$ cat src/rtl/pwm_width_capture_if.sv
// ============================================================================
// Module      : pwm_width_capture_if
// Description : PWM line and measured-width result bundle for pwm_width_capture.
// Revision    : 1.0  initial release
// ============================================================================
`default_nettype none

interface pwm_width_capture_if;
    logic       PW;
    logic [6:0] Q;
    logic       VALID;
    logic       OVF;
    logic       BUSY;

    modport master (output PW, input Q, input VALID, input OVF, input BUSY);
    modport slave  (input PW, output Q, output VALID, output OVF, output BUSY);
endinterface

`default_nettype wire

$ cat src/rtl/pwm_width_capture.sv
// ============================================================================
// Module      : pwm_width_capture
// Description : Measures the high-time of each PW pulse in XCK cycles
//               (saturating at 127) and reports it with a one-cycle strobe.
//               Optional macro PWCAP_GLITCH_EN drops pulses below MIN_WIDTH.
// Revision    : 1.0  initial release
// ============================================================================
`default_nettype none

module pwm_width_capture #(
    parameter int SYNC_STAGES = 2,
    parameter int MIN_WIDTH   = 2
) (
    input  wire                 XCK,
    input  wire                 RESET,
    pwm_width_capture_if.slave  cap
);

`ifdef PWCAP_GLITCH_EN
    localparam bit c_GLITCH_EN = 1'b1;
`else
    localparam bit c_GLITCH_EN = 1'b0;
`endif

    // With the filter off a minimum of 1 never rejects, since CNT starts at 1.
    localparam logic [6:0] c_MIN_EFF = c_GLITCH_EN ? 7'(MIN_WIDTH) : 7'd1;
    localparam logic [6:0] c_MAX     = 7'd127;
    localparam logic [6:0] c_FLUSH   = 7'(SYNC_STAGES);

    typedef enum logic [1:0] {
        S_ARM       = 2'd0,
        S_WAIT_RISE = 2'd1,
        S_MEASURE   = 2'd2
    } state_t;

    state_t                   r_state;
    logic [SYNC_STAGES-1:0]   r_sync;
    logic                     r_pwp;
    logic [6:0]               r_cnt;
    logic                     r_sat;
    logic [6:0]               r_q;
    logic                     r_valid;
    logic                     r_ovf;
    logic                     r_busy;

    logic                     w_pws;
    logic                     w_rise;
    logic                     w_fall;
    logic                     w_short;

    assign w_pws   = r_sync[SYNC_STAGES-1];
    assign w_rise  = w_pws & ~r_pwp;
    assign w_fall  = ~w_pws & r_pwp;
    assign w_short = (r_cnt < c_MIN_EFF);

    always_ff @(posedge XCK) begin
        if (RESET) begin
            r_sync  <= '0;
            r_pwp   <= 1'b0;
            r_state <= S_ARM;
            r_cnt   <= 7'd0;
            r_sat   <= 1'b0;
            r_q     <= 7'd0;
            r_valid <= 1'b0;
            r_ovf   <= 1'b0;
            r_busy  <= 1'b0;
        end else begin
            r_sync  <= {r_sync[SYNC_STAGES-2:0], cap.PW};
            r_pwp   <= w_pws;
            r_valid <= 1'b0;
            case (r_state)
                // Stay armed until PWS has been low with the synchroniser fully
                // refilled, so a pulse already high at reset release is ignored.
                S_ARM: begin
                    if (w_pws) begin
                        r_cnt <= 7'd0;
                    end else if (r_cnt == c_FLUSH) begin
                        r_cnt   <= 7'd0;
                        r_state <= S_WAIT_RISE;
                    end else begin
                        r_cnt <= r_cnt + 7'd1;
                    end
                end
                S_WAIT_RISE: begin
                    if (w_rise) begin
                        r_cnt   <= 7'd1;
                        r_sat   <= 1'b0;
                        r_busy  <= 1'b1;
                        r_state <= S_MEASURE;
                    end
                end
                S_MEASURE: begin
                    if (w_fall) begin
                        if (!w_short) begin
                            r_q     <= r_cnt;
                            r_ovf   <= r_sat;
                            r_valid <= 1'b1;
                        end
                        r_busy  <= 1'b0;
                        r_state <= S_WAIT_RISE;
                    end else if (w_pws) begin
                        if (r_cnt != c_MAX) begin
                            r_cnt <= r_cnt + 7'd1;
                        end else begin
                            r_sat <= 1'b1;
                        end
                    end
                end
                default: begin
                    r_busy  <= 1'b0;
                    r_state <= S_ARM;
                end
            endcase
        end
    end

    assign cap.Q     = r_q;
    assign cap.VALID = r_valid;
    assign cap.OVF   = r_ovf;
    assign cap.BUSY  = r_busy;

endmodule

`default_nettype wire

$ cat src/flat_wrapper.sv
// flat-port wrapper written by rule: the top's interface ports become plain ports
module pwm_width_capture_flat 
#(
    parameter int SYNC_STAGES = 2,
    parameter int MIN_WIDTH   = 2
)
  (XCK, RESET, cap_PW, cap_Q, cap_VALID, cap_OVF, cap_BUSY);
  pwm_width_capture_if cap_i ();
  input  wire XCK;
  input  wire RESET;
  input wire logic [$bits(cap_i.PW)-1:0] cap_PW;
  output wire logic [$bits(cap_i.Q)-1:0] cap_Q;
  output wire logic [$bits(cap_i.VALID)-1:0] cap_VALID;
  output wire logic [$bits(cap_i.OVF)-1:0] cap_OVF;
  output wire logic [$bits(cap_i.BUSY)-1:0] cap_BUSY;
  assign cap_i.PW = cap_PW;
  assign cap_Q = cap_i.Q;
  assign cap_VALID = cap_i.VALID;
  assign cap_OVF = cap_i.OVF;
  assign cap_BUSY = cap_i.BUSY;
  pwm_width_capture #(.SYNC_STAGES(SYNC_STAGES), .MIN_WIDTH(MIN_WIDTH)) u_core (.XCK(XCK), .RESET(RESET), .cap(cap_i));
endmodule
$ cat config.mk
export PLATFORM = sky130hd
export DESIGN_NAME = pwm_width_capture_flat
export DESIGN_NICKNAME = d
export VERILOG_FILES = /design/src/rtl/pwm_width_capture_if.sv /design/src/rtl/pwm_width_capture.sv /design/src/flat_wrapper.sv
export SDC_FILE = /design/constraint.sdc
export NUM_CORES = 1
export LEC_CHECK = 0
export CELL_PAD_IN_SITES_DETAIL_PLACEMENT = 2
export CELL_PAD_IN_SITES_GLOBAL_PLACEMENT = 2
export CORE_ASPECT_RATIO = 0.6
export CORE_UTILIZATION = 36
export CTS_BUF_LIST = sky130_fd_sc_hd__clkbuf_4
export CTS_CLUSTER_DIAMETER = 30
export DETAILED_ROUTE_END_ITERATION = 12
export PLACE_DENSITY_LB_ADDON = 0.15
export SYNTH_ARGS = -nofsm -noshare
export SYNTH_HDL_FRONTEND = slang
export SYNTH_SLANG_ARGS = --single-unit
$ cat constraint.sdc
create_clock -name XCK -period 2.2 [get_ports XCK]
set_clock_uncertainty 0.15 [all_clocks]
set_input_delay 0.44 -clock XCK [delete_from_list [all_inputs] [get_ports XCK]]
set_output_delay 0.44 -clock XCK [all_outputs]
set_load 0.1 [all_outputs]
# ---- Word-level counts from Yosys, hierarchy flattened
# Cells that the tools add are included.
dict set report word_totals {
  register_bits 23
}
dict set report op_classes {
  reduce_logical 9
  bitwise_logic 8
  n_addsub 1
  n_lt_le_gt_ge 1
  mux 21
  n_eq_ne 12
}
# op n
set op_table {}
lappend op_table {{$mux 7} 6}
lappend op_table {{$pmux 7 s3} 1}
lappend op_table {{$ne 2x1->1 const B} 5}
lappend op_table {{$reduce_and 5->1} 2}
lappend op_table {{$mux 2} 4}
lappend op_table {{$add 7x1->7 const B} 1}
lappend op_table {{$eq 7x2->1 const B} 1}
lappend op_table {{$lt 7x1->1 const B} 1}
lappend op_table {{$mux 1} 7}
lappend op_table {{$ne 7x7->1 const B} 1}
lappend op_table {{$ne 2x2->1 const B} 3}
lappend op_table {{$not 1->1} 6}
lappend op_table {{$pmux 2 s3} 1}
lappend op_table {{$reduce_and 3->1} 2}
lappend op_table {{$reduce_and 4->1} 1}
lappend op_table {{$pmux 1 s3} 1}
lappend op_table {{$reduce_bool 3->1} 1}
lappend op_table {{$reduce_or 3->1} 1}
lappend op_table {{$and 1x1->1} 2}
lappend op_table {{$eq 2x1->1 const B} 1}
lappend op_table {{$eq 2x2->1 const B} 1}
lappend op_table {{$logic_not 2->1} 1}
lappend op_table {{$pmux 1 s2} 1}
lappend op_table {{$reduce_bool 2->1} 1}

# ---- Depth between registers and ports, before layout
dict set report depth {
  word_depth 5
  mapped_depth 7
  ltp_nobuf 6
}

# ---- Least setup slack after synthesis
# No wires, ideal clock.
dict set report synth_timing {
  path_kind {reg-to-reg}
  from {register u_core.r_cnt[0]}
  to {register u_core.r_cnt[5]}
  required_ps 1971
  stages_incl_launch_ff 7
  path_slack_ps 212
  period_less_slack_ps 1988
  path_buffers 1
  arrival_ps 1759
  path_cell_list {dfxtp_1 > ha_1 > and3_2 > and3_4 > buf_6 > or4_4 > a211oi_2}
}
dict set report synth_via {
  elab_chain_cells 5
  elab_cells_between_ends 11
  cone_classes {1 x add/sub; 3 x eq/ne; 6 x mux; 1 x reduce/logical}
}
# item line_no
set synth_lines {}
lappend synth_lines {{start, declared} pwm_width_capture.sv:39} ;# logic [6:0] r_cnt;
lappend synth_lines {{start signal, assigned} pwm_width_capture.sv:81} ;# r_cnt <= r_cnt + 7'd1;
lappend synth_lines {{start signal, assigned} pwm_width_capture.sv:103} ;# r_cnt <= r_cnt + 7'd1;
lappend synth_lines {{$add 7x1->7} {pwm_width_capture.sv:81, pwm_width_capture.sv:103}}
lappend synth_lines {{$mux 7} pwm_width_capture.sv:102} ;# if (r_cnt != c_MAX) begin
lappend synth_lines {{$mux 7} pwm_width_capture.sv:101} ;# end else if (w_pws) begin
lappend synth_lines {{$mux 7} pwm_width_capture.sv:93} ;# if (w_fall) begin
lappend synth_lines {{$pmux 7 s3} pwm_width_capture.sv:71} ;# case (r_state)
# Several ways; a longest one is shown, not always the timed one. The select of a mux whose other input is x is not followed.
# A chain may end at the register's enable or synchronous reset.

# ---- Final worst setup path
dict set report layout_timing {
  from {register u_core.r_cnt[0]}
  to {register u_core.r_cnt[4]}
}
# Same word-level chain as after synthesis.

==> flow_metrics.py <==
metrics = {
    "floorplan": {
        "die_area_mm2": 0.00346,
        "core_area_mm2": 0.00297,
        "start_util": 0.391,
        "pin_count": 13,
        "die_h_um": 46.0,
        "row_count": 15,
        "die_w_um": 75.3,
    },
    "cts": {
        "cts.sinks": 23,
        "cts_root_buf": "clkbuf_4",
        "hold_buffers": 0,
        "insertion_delay_ns": 0.32,
        "clockBufferDepth": 2,
        "htree_levels": 1,
        "cts_setup_buffers": 0,
        "cts_resized": 0,
        "cts_buffers": 3,
        "path_clk_slew_ns": 0.13,
        "cts_tree": "built",
    },
    "pwr": {
        "power_switching_uw": 405,
        "p_leak_nw": 0.490,
        "vdd_ir_drop_max_mv": 0.379,
        "combPwrFrac": 0.353,
        "power.share.clock": 0.185,
        "internal_power_uw": 667,
        "powerDensity_mw_per_mm2": 794,
        "p_sw_frac": 0.378,
        "p_seq_frac": 0.463,
    },
    "sta": {
        "clock.fmax_ghz": 0.484,
        "post-route-period-util": 0.939,
        "final-hold-violation-count": 0,
        "fin_crit_ns": 2.07,
        "final.setup.tns_ns": 0,
        "slew_headroom": 0.660,
        "setup_violations": 0,
        "worst_pin_slew_ns": 0.509,
        "setup_slack_ns": 0.134,
        "maxSlewViolCount": 0,
    },
    "status": {
        "status": "finished, final reports clean",
    },
    "synth": {
        "synth_seq_area_share": 0.397,
        "synth_edf_count": 0,
        "syn_area_mm2": 0.00116,
        "synthCells": 121,
        "synth_cell_type_count": 42,
        "synthTopCellsByArea": "dfxtp_1, ha_1, mux2i_1",
        "ys_ff_latch": 23,
        "ys.flop_type": "dfxtp_1",
        "ys_warn_count": 0,
        "ys_async_sr_fraction": 0,
        "synth_nets": 130,
        "synth_area_per_cell_um2": 9.59,
        "synth_top_area_frac": 0.397,
        "synth_area_leader_cell": "dfxtp_1",
    },
    "drt": {
        "first_pass_iters": 4,
        "routed_wl_um": 2970,
        "drt-initial-drc-count": 25,
        "drc": 0,
        "wl_per_cell_um": 16.6,
        "via_per_inst": 5.49,
        "ant_nets": 0,
        "vias": 983,
    },
    "final_layout": {
        "insertedDiodeCount": 0,
        "n_fill_cell": 341,
        "drive_gt1_frac": 0.219,
        "fin_nets": 147,
        "syn_to_final_growth_pct": 16.4,
    },
    "worst_hold_path": {
        "hold_end": "u_core.r_sync[1]$_SDFF_PP0_",
        "whs_path_depth": 1,
        "hold_class": "flop to flop",
        "hp-start": "u_core.r_sync[0]$_SDFF_PP0_",
    },
    "setup_path": {
        "reg2reg_to": "u_core.r_cnt[4]$_SDFFE_PP0P_",
        "r2r-start": "u_core.r_cnt[0]$_SDFFE_PP0P_",
        "crit_path_max_fanout": 12,
        "worstPathRequired_ns": 2.29,
        "end_kind": "flop",
        "critPathLaunchType": "flop",
        "worst-r2r-setup-slack_ns": 0.13,
        "critical_path_arrival_ns": 2.16,
        "reg2reg_depth": 5,
        "worst-setup-path-type": "flop to flop",
    },
    "global_route": {
        "antenna_found_initial": 0,
        "grt_max_degree": 20,
        "grt_use_total": 0.199,
        "grt.overflow.total": 0,
        "grt_first_pass_wirelength_um": 4940,
        "grt_pass1_vias": 1010,
    },
    "placement": {
        "portBuffers": 12,
        "hpwl_um": 2300,
        "place_ws_ns": 0.120,
        "globalplace.congestion": 0.741,
    },
    "flow_run": {
        "max_cap_violations": 0,
    },
}
## per-stage QoR
stage / area [um^2] / hold WS (ns) / cells / power, mW / utilization
2_1_floorplan: 1160 / 0.264 / 121 / 0.766 / -
3_3_place_gp: 1310 / 0.292 / 175 / 0.856 / 0.442
3_5_place_dp: 1310 / 0.298 / 175 / 0.867 / 0.442
4_1_cts: 1340 / 0.325 / 179 / 1.07 / 0.451
5_1_grt: 1350 / 0.338 / 179 / 1.15 / 0.455
6_report: 1350 / 0.318 / 179 / 1.07 / 0.455
## worst max path at each step
| stage | from | end | slack, ns | cells past startpoint |
|---|---|---|---|---|
| CTS | u_core.r_cnt[0]$_SDFFE_PP0P_ | u_core.r_cnt[5]$_SDFFE_PP0P_ | 0.09 | 5 |
| finish | u_core.r_cnt[0]$_SDFFE_PP0P_ | u_core.r_cnt[4]$_SDFFE_PP0P_ | 0.13 | 5 |
| global placement | u_core.r_cnt[0]$_SDFFE_PP0P_ | u_core.r_cnt[5]$_SDFFE_PP0P_ | 0.18 | 5 |
| floorplan | u_core.r_cnt[0]$_SDFFE_PP0P_ | u_core.r_cnt[5]$_SDFFE_PP0P_ | 0.21 | 6 |
| global route | u_core.r_state[0]$_SDFFE_PP0P_ | u_core.r_cnt[4]$_SDFFE_PP0P_ | -0.0004 | 6 |
| detailed placement | u_core.r_cnt[0]$_SDFFE_PP0P_ | u_core.r_cnt[5]$_SDFFE_PP0P_ | 0.12 | 5 |
## registers in the layout (all words and copies together), names as in the netlist
signal	cells
u_core.cap.BUSY	1
u_core.r_state	2
u_core.r_pwp	1
u_core.cap.OVF	1
u_core.cap.Q	7
u_core.r_sat	1
u_core.r_cnt	7
u_core.cap.VALID	1
u_core.r_sync	2
## metal layers
metal / routed length [um] / track usage / share of wire / vias to the layer above
met5: 0 / 0 / 0 / -
met4: 15 / 0.0333 / 0.0050 / 0
met3: 105 / 0.0531 / 0.035 / 2
met2: 1250 / 0.321 / 0.42 / 15
met1: 1600 / 0.273 / 0.54 / 486
li1: - / - / - / 480
## Yosys cell counts, types with 2 or more instances
| library cell | count |
|---|---|
| a21oi_1 | 4 |
| nand3_1 | 4 |
| nor2_1 | 10 |
| buf_4 | 2 |
| a311oi_1 | 2 |
| mux2i_1 | 6 |
| or4_1 | 3 |
| nand2_1 | 4 |
| or3_1 | 2 |
| and3_4 | 2 |
| ha_1 | 6 |
| inv_1 | 5 |
| dfxtp_1 | 23 |
| a211oi_2 | 2 |
| a211oi_1 | 5 |
| o21ai_0 | 4 |
| o31ai_1 | 4 |
| nor3_1 | 2 |
| nand2b_1 | 5 |
| nor2b_1 | 4 |
## area by class of cell
class,count,area [um^2],share of cell area
clock buffer,3,22.5,0.0167
timing repair buffer,17,133,0.0982
multi-input combinational,88,657,0.487
clock inverter,1,5.00,0.00371
sequential,23,462,0.342
inverter,5,18.8,0.0139
tap,42,52.6,0.0389
## worst max-delay path, stage by stage, from the launching register on
cell and delay [ns]:
dfxtp_2 0.39, ha_1 0.26, and3_2 0.26, and3_4 0.23, or4_1 0.48, a211oi_1 0.23
## logic make-up (layout without fill, tap and decap cells)
family          count (synthesis)  count (layout)  share of synthesized area
fa+ha+maj                       6               6                     0.0647
compound gates                 31              31                      0.205
mux                             6               6                     0.0518
simple gates                   45              45                      0.235
flops                          23              23                      0.397
buf+inv                        10              26                     0.0464
## layout by cell type, fill, tap and decap left out, types with 5 or more instances in the layout
| master | count |
|---|---|
| a211oi_1 | 5 |
| mux2i_1 | 6 |
| ha_1 | 6 |
| nor2_1 | 10 |
| inv_1 | 5 |
| nand2b_1 | 5 |
| buf_4 | 15 |
| dfxtp_1 | 22 |
## power by group through the flow
stage               Sequential, mW  Combinational [mW]  Clock, mW
floorplan                    0.493               0.272          0
global placement             0.500               0.356          0
detailed placement           0.501               0.366          0
CTS                          0.492               0.367      0.209
global route                 0.502               0.421      0.226
finish                       0.496               0.378      0.198
No activity file was read; power rests on OpenSTA's default activity.
==> RTL change 1, RTL diff (config.mk and constraints unchanged) <==
`SYNC_STAGES` is set to 2 in 2 places; all go to 4.
--- a/src/rtl/pwm_width_capture.sv
+++ b/src/rtl/pwm_width_capture.sv
@@ -9,5 +9,5 @@
 
 module pwm_width_capture #(
-    parameter int SYNC_STAGES = 2,
+    parameter int SYNC_STAGES = 4,
     parameter int MIN_WIDTH   = 2
 ) (
--- a/src/flat_wrapper.sv
+++ b/src/flat_wrapper.sv
@@ -2,5 +2,5 @@
 module pwm_width_capture_flat 
 #(
-    parameter int SYNC_STAGES = 2,
+    parameter int SYNC_STAGES = 4,
     parameter int MIN_WIDTH   = 2
 )
Formal check against the unedited RTL: not equivalent (a bounded check fails within 10 cycles, from zero or initial values and one cycle with RESET high).
==> RTL change 1 against the original RTL <==
Area after synthesis grew 4.9%; worst setup slack lost 0.047 ns; die area grew 4.7%; sequential share of layout area grew 0.31 points; routed wire length grew 44%; global-route usage grew 6.2 points; first-iteration DRC count grew 76%; cell area grew 8.2%; count of clock-buffer cells in the layout is the same; total power grew 16%; sequential cell count grew 2; highest routed layer unchanged.
==> RTL change 1: results (changes against the original RTL) <==
stage;metric;value;unit;change
outcome;status;complete, no violations;;unchanged
route;detailed-routing wirelength on met1;2060;µm;was 1600 µm
power;leakage power total;0.570;nW;was 0.490 nW
route;Avg Vias per Cell;5.91;;was 5.49
route;Met2 Wirelength;1930;µm;was 1250 µm
global_route;vias in the first global route;1230;;was 1010
critical_path;largest fanout on the critical path;6;;was 12
synth;cell types with the highest counts after synthesis;dfxtp_1, nand2_1, nor2b_1;;was dfxtp_1, nor2_1, ha_1, mux2i_1
layout;area occupied by multi-input gates;692;µm²;was 657 µm²
global_route;met2 Usage GRT;0.430;;was 0.321
global_route;met3 track demand over resource in global routing;0.0641;;was 0.0531
synth;adder and majority cell fraction of the synthesized area;0.0617;;was 0.0647
power;cell internal pwr;0.000750;W;was 0.000667 W
route;met3 routed WL;191;µm;was 105 µm
layout;number of fill cells;344;;was 341
critical_path;slowest CP cell;a2111oi_0;;was or4_1
global_route;global routing usage summed across all routing layers;0.261;;was 0.199
clocking;post-CTS clock slew at the launch and capture registers of the worst setup and hold paths;0.17;ns;was 0.13 ns
layout;share of final-layout standard cells stronger than drive strength 1;0.212;;was 0.219
hold_path;Worst Hold Launch;u_core.r_sync[1];;was u_core.r_sync[0]
synth;total nets after synthesis;147;;was 130
global_route;largest net degree at the start of global routing;18;;was 20
power;peak supply drop;281;µV;was 379 µV
route;Routed Wire Length;4280;µm;was 2970 µm
critical_path;length in cells of the worst reg-to-reg path;6;;was 5
critical_path;internal reg-to-reg setup slack;0.09;ns;was 0.13 ns
synth;Cell variety after synth;36;;was 42
route;number of DRC markers in iteration 0;44;;was 25
synth;compound-gate portion of the synthesized area;0.206;;was 0.205
synth;mean post-synth cell area;8.81;µm²;was 9.59 µm²
critical_path;Top delay family on crit path;compound AO/OA/AOI/OAI gates;;was simple AND/OR/NAND/NOR gates
placed_design;Placed Cells;193;;was 175
layout;Non-Clock Inverter Count;7;;was 5
layout;Finished Layout Cells;198;;was 179
layout;sequential fraction of total cell area;0.345;;was 0.342
global_route;met1 track demand over resource in global routing;0.346;;was 0.273
synth;register bit total from synthesis;25;;was 23
clocking;# resized after CTS;4;;was 0
layout;layout buffer count excluding clock buffers;20;;was 17
RTL change 1: power groups by stage:
stage	combinational (W)	sequential [W]	clock (W)
2_1_floorplan	0.000256	0.000521	0
3_3_place_gp	0.000363	0.000526	0
3_5_place_dp	0.000407	0.000532	0
4_1_cts	0.000446	0.000524	0.000247
5_1_grt	0.000508	0.000532	0.000260
6_report	0.000472	0.000528	0.000247
RTL change 1: per-stage QoR:
| step | TNS [ns] | utilization | cell area (µm²) | worst slack, ns |
|---|---|---|---|---|
| after floorplan | 0 | - | 1220 | 0.114 |
| after global placement | 0 | 0.458 | 1390 | 0.175 |
| after detailed placement | -0.345 | 0.458 | 1390 | -0.0979 |
| after CTS | 0 | 0.476 | 1450 | 0.0397 |
| after global routing | -0.00418 | 0.481 | 1460 | -0.00418 |
| final | 0 | 0.481 | 1460 | 0.0869 |
==> RTL change 2, RTL diff (same settings) <==
Without the edit above. Re-encode `state_t` (3 states) as one-hot, 3 bits wide.
--- a/src/rtl/pwm_width_capture.sv
+++ b/src/rtl/pwm_width_capture.sv
@@ -28,8 +28,8 @@
     localparam logic [6:0] c_FLUSH   = 7'(SYNC_STAGES);
 
-    typedef enum logic [1:0] {
-        S_ARM       = 2'd0,
-        S_WAIT_RISE = 2'd1,
-        S_MEASURE   = 2'd2
+    typedef enum logic [2:0] {
+        S_ARM       = 3'b001,
+        S_WAIT_RISE = 3'b010,
+        S_MEASURE   = 3'b100
     } state_t;
 
Check against the original RTL: same outputs for any inputs over 10 cycles, from zero or initial values and one cycle with RESET high; not proved beyond that.
==> RTL change 2 against the original RTL <==
Sequential share of layout area decreased by 1.2 points; total power increased by 8.0%; critical path depth increased by 2; area after synthesis increased by 7.6%; sequential cell count increased by 1; worst setup slack improved by 0.0022 ns; largest power group unchanged; combinational power decreased by 17%; routed wire length increased by 15%; cell area increased by 8.1%.
==> RTL change 2: results (changes against the original RTL) <==
stage;metric;value;unit;change
layout;Area growth, synth to finish;17.0;%;was 16.4%
route;total via count after detailed routing;1063;;was 983
outcome;status;complete, no violations;;unchanged
synth;post-synthesis instance total;140;;was 121
sta;worst hold margin;0.311;ns;was 0.318 ns
global_route;largest net degree at the start of global routing;17;;was 20
power;leakage power total;0.529;nW;was 0.490 nW
synth;total nets after synthesis;145;;was 130
power;peak supply drop;277;µV;was 379 µV
critical_path;slowest CP cell;dfxtp_2;;was or4_1
layout;sequential fraction of total cell area;0.330;;was 0.342
layout;area occupied by multi-input gates;709;µm²;was 657 µm²
global_route;global routing usage summed across all routing layers;0.195;;was 0.199
synth;sequential fraction of the synthesis area;0.385;;was 0.397
power;Switching Fraction;0.325;;was 0.378
power;power share of the combinational group;0.272;;was 0.353
placed_design;HPWL after detailed placement;2570;µm;was 2300 µm
layout;multi-input logic cell count;104;;was 88
placed_design;dpl cell area;1400;µm²;was 1310 µm²
placed_design;routability congestion estimate;0.731;;was 0.741
power;sequential cell power;0.000519;W;was 0.000496 W
critical_path;length in cells of the worst reg-to-reg path;7;;was 5
sta;worst max-slew margin expressed relative to the limit;0.720;;was 0.660
critical_path;endpoint of the most critical register-to-register path;u_core.r_cnt[5];;was u_core.r_cnt[4]
layout;Finished Layout Cells;200;;was 179
route;Wirelength per Cell;17.1;µm;was 16.6 µm
layout;final sequential cell count;24;;was 23
synth;most area-consuming cells after synthesis;dfxtp_1, o311ai_2, nand2_1;;was dfxtp_1, ha_1, mux2i_1
layout;number of fill cells;381;;was 341
layout;Clock buffers and inverters, area share;0.0360;;was 0.0204
placed_design;Setup WS pre-CTS;0.0364;ns;was 0.120 ns
## RTL change 2: cell types whose count changed after synthesis, sizes merged, moves of 3 or more
cell | before | now
nor3 | 2 | 6
o311ai | 0 | 5
a21oi | 4 | 15
ha | 6 | 2
nor2b | 4 | 7
mux2i | 6 | 0
nand2 | 4 | 22
a211oi | 7 | 3
nand3 | 4 | 10
or4 | 4 | 0
## RTL change 2: routing by layer
layer / up-vias / wire length [µm] / GRT usage
met4: 0 / 10 / 0.0333
li1: 527 / - / -
met5: - / 0 / 0
met2: 18 / 1470 / 0.294
met3: 2 / 128 / 0.0476
met1: 516 / 1820 / 0.286
## RTL change 2: kinds of logic (layout without fill, tap and decap cells)
group	count (synthesis)	in the layout
adder cells (fa/ha/maj)	2	2
buffers and inverters	12	27
AND/OR/NAND/NOR	67	67
flip-flops	24	24
AO/OA/AOI/OAI	35	35
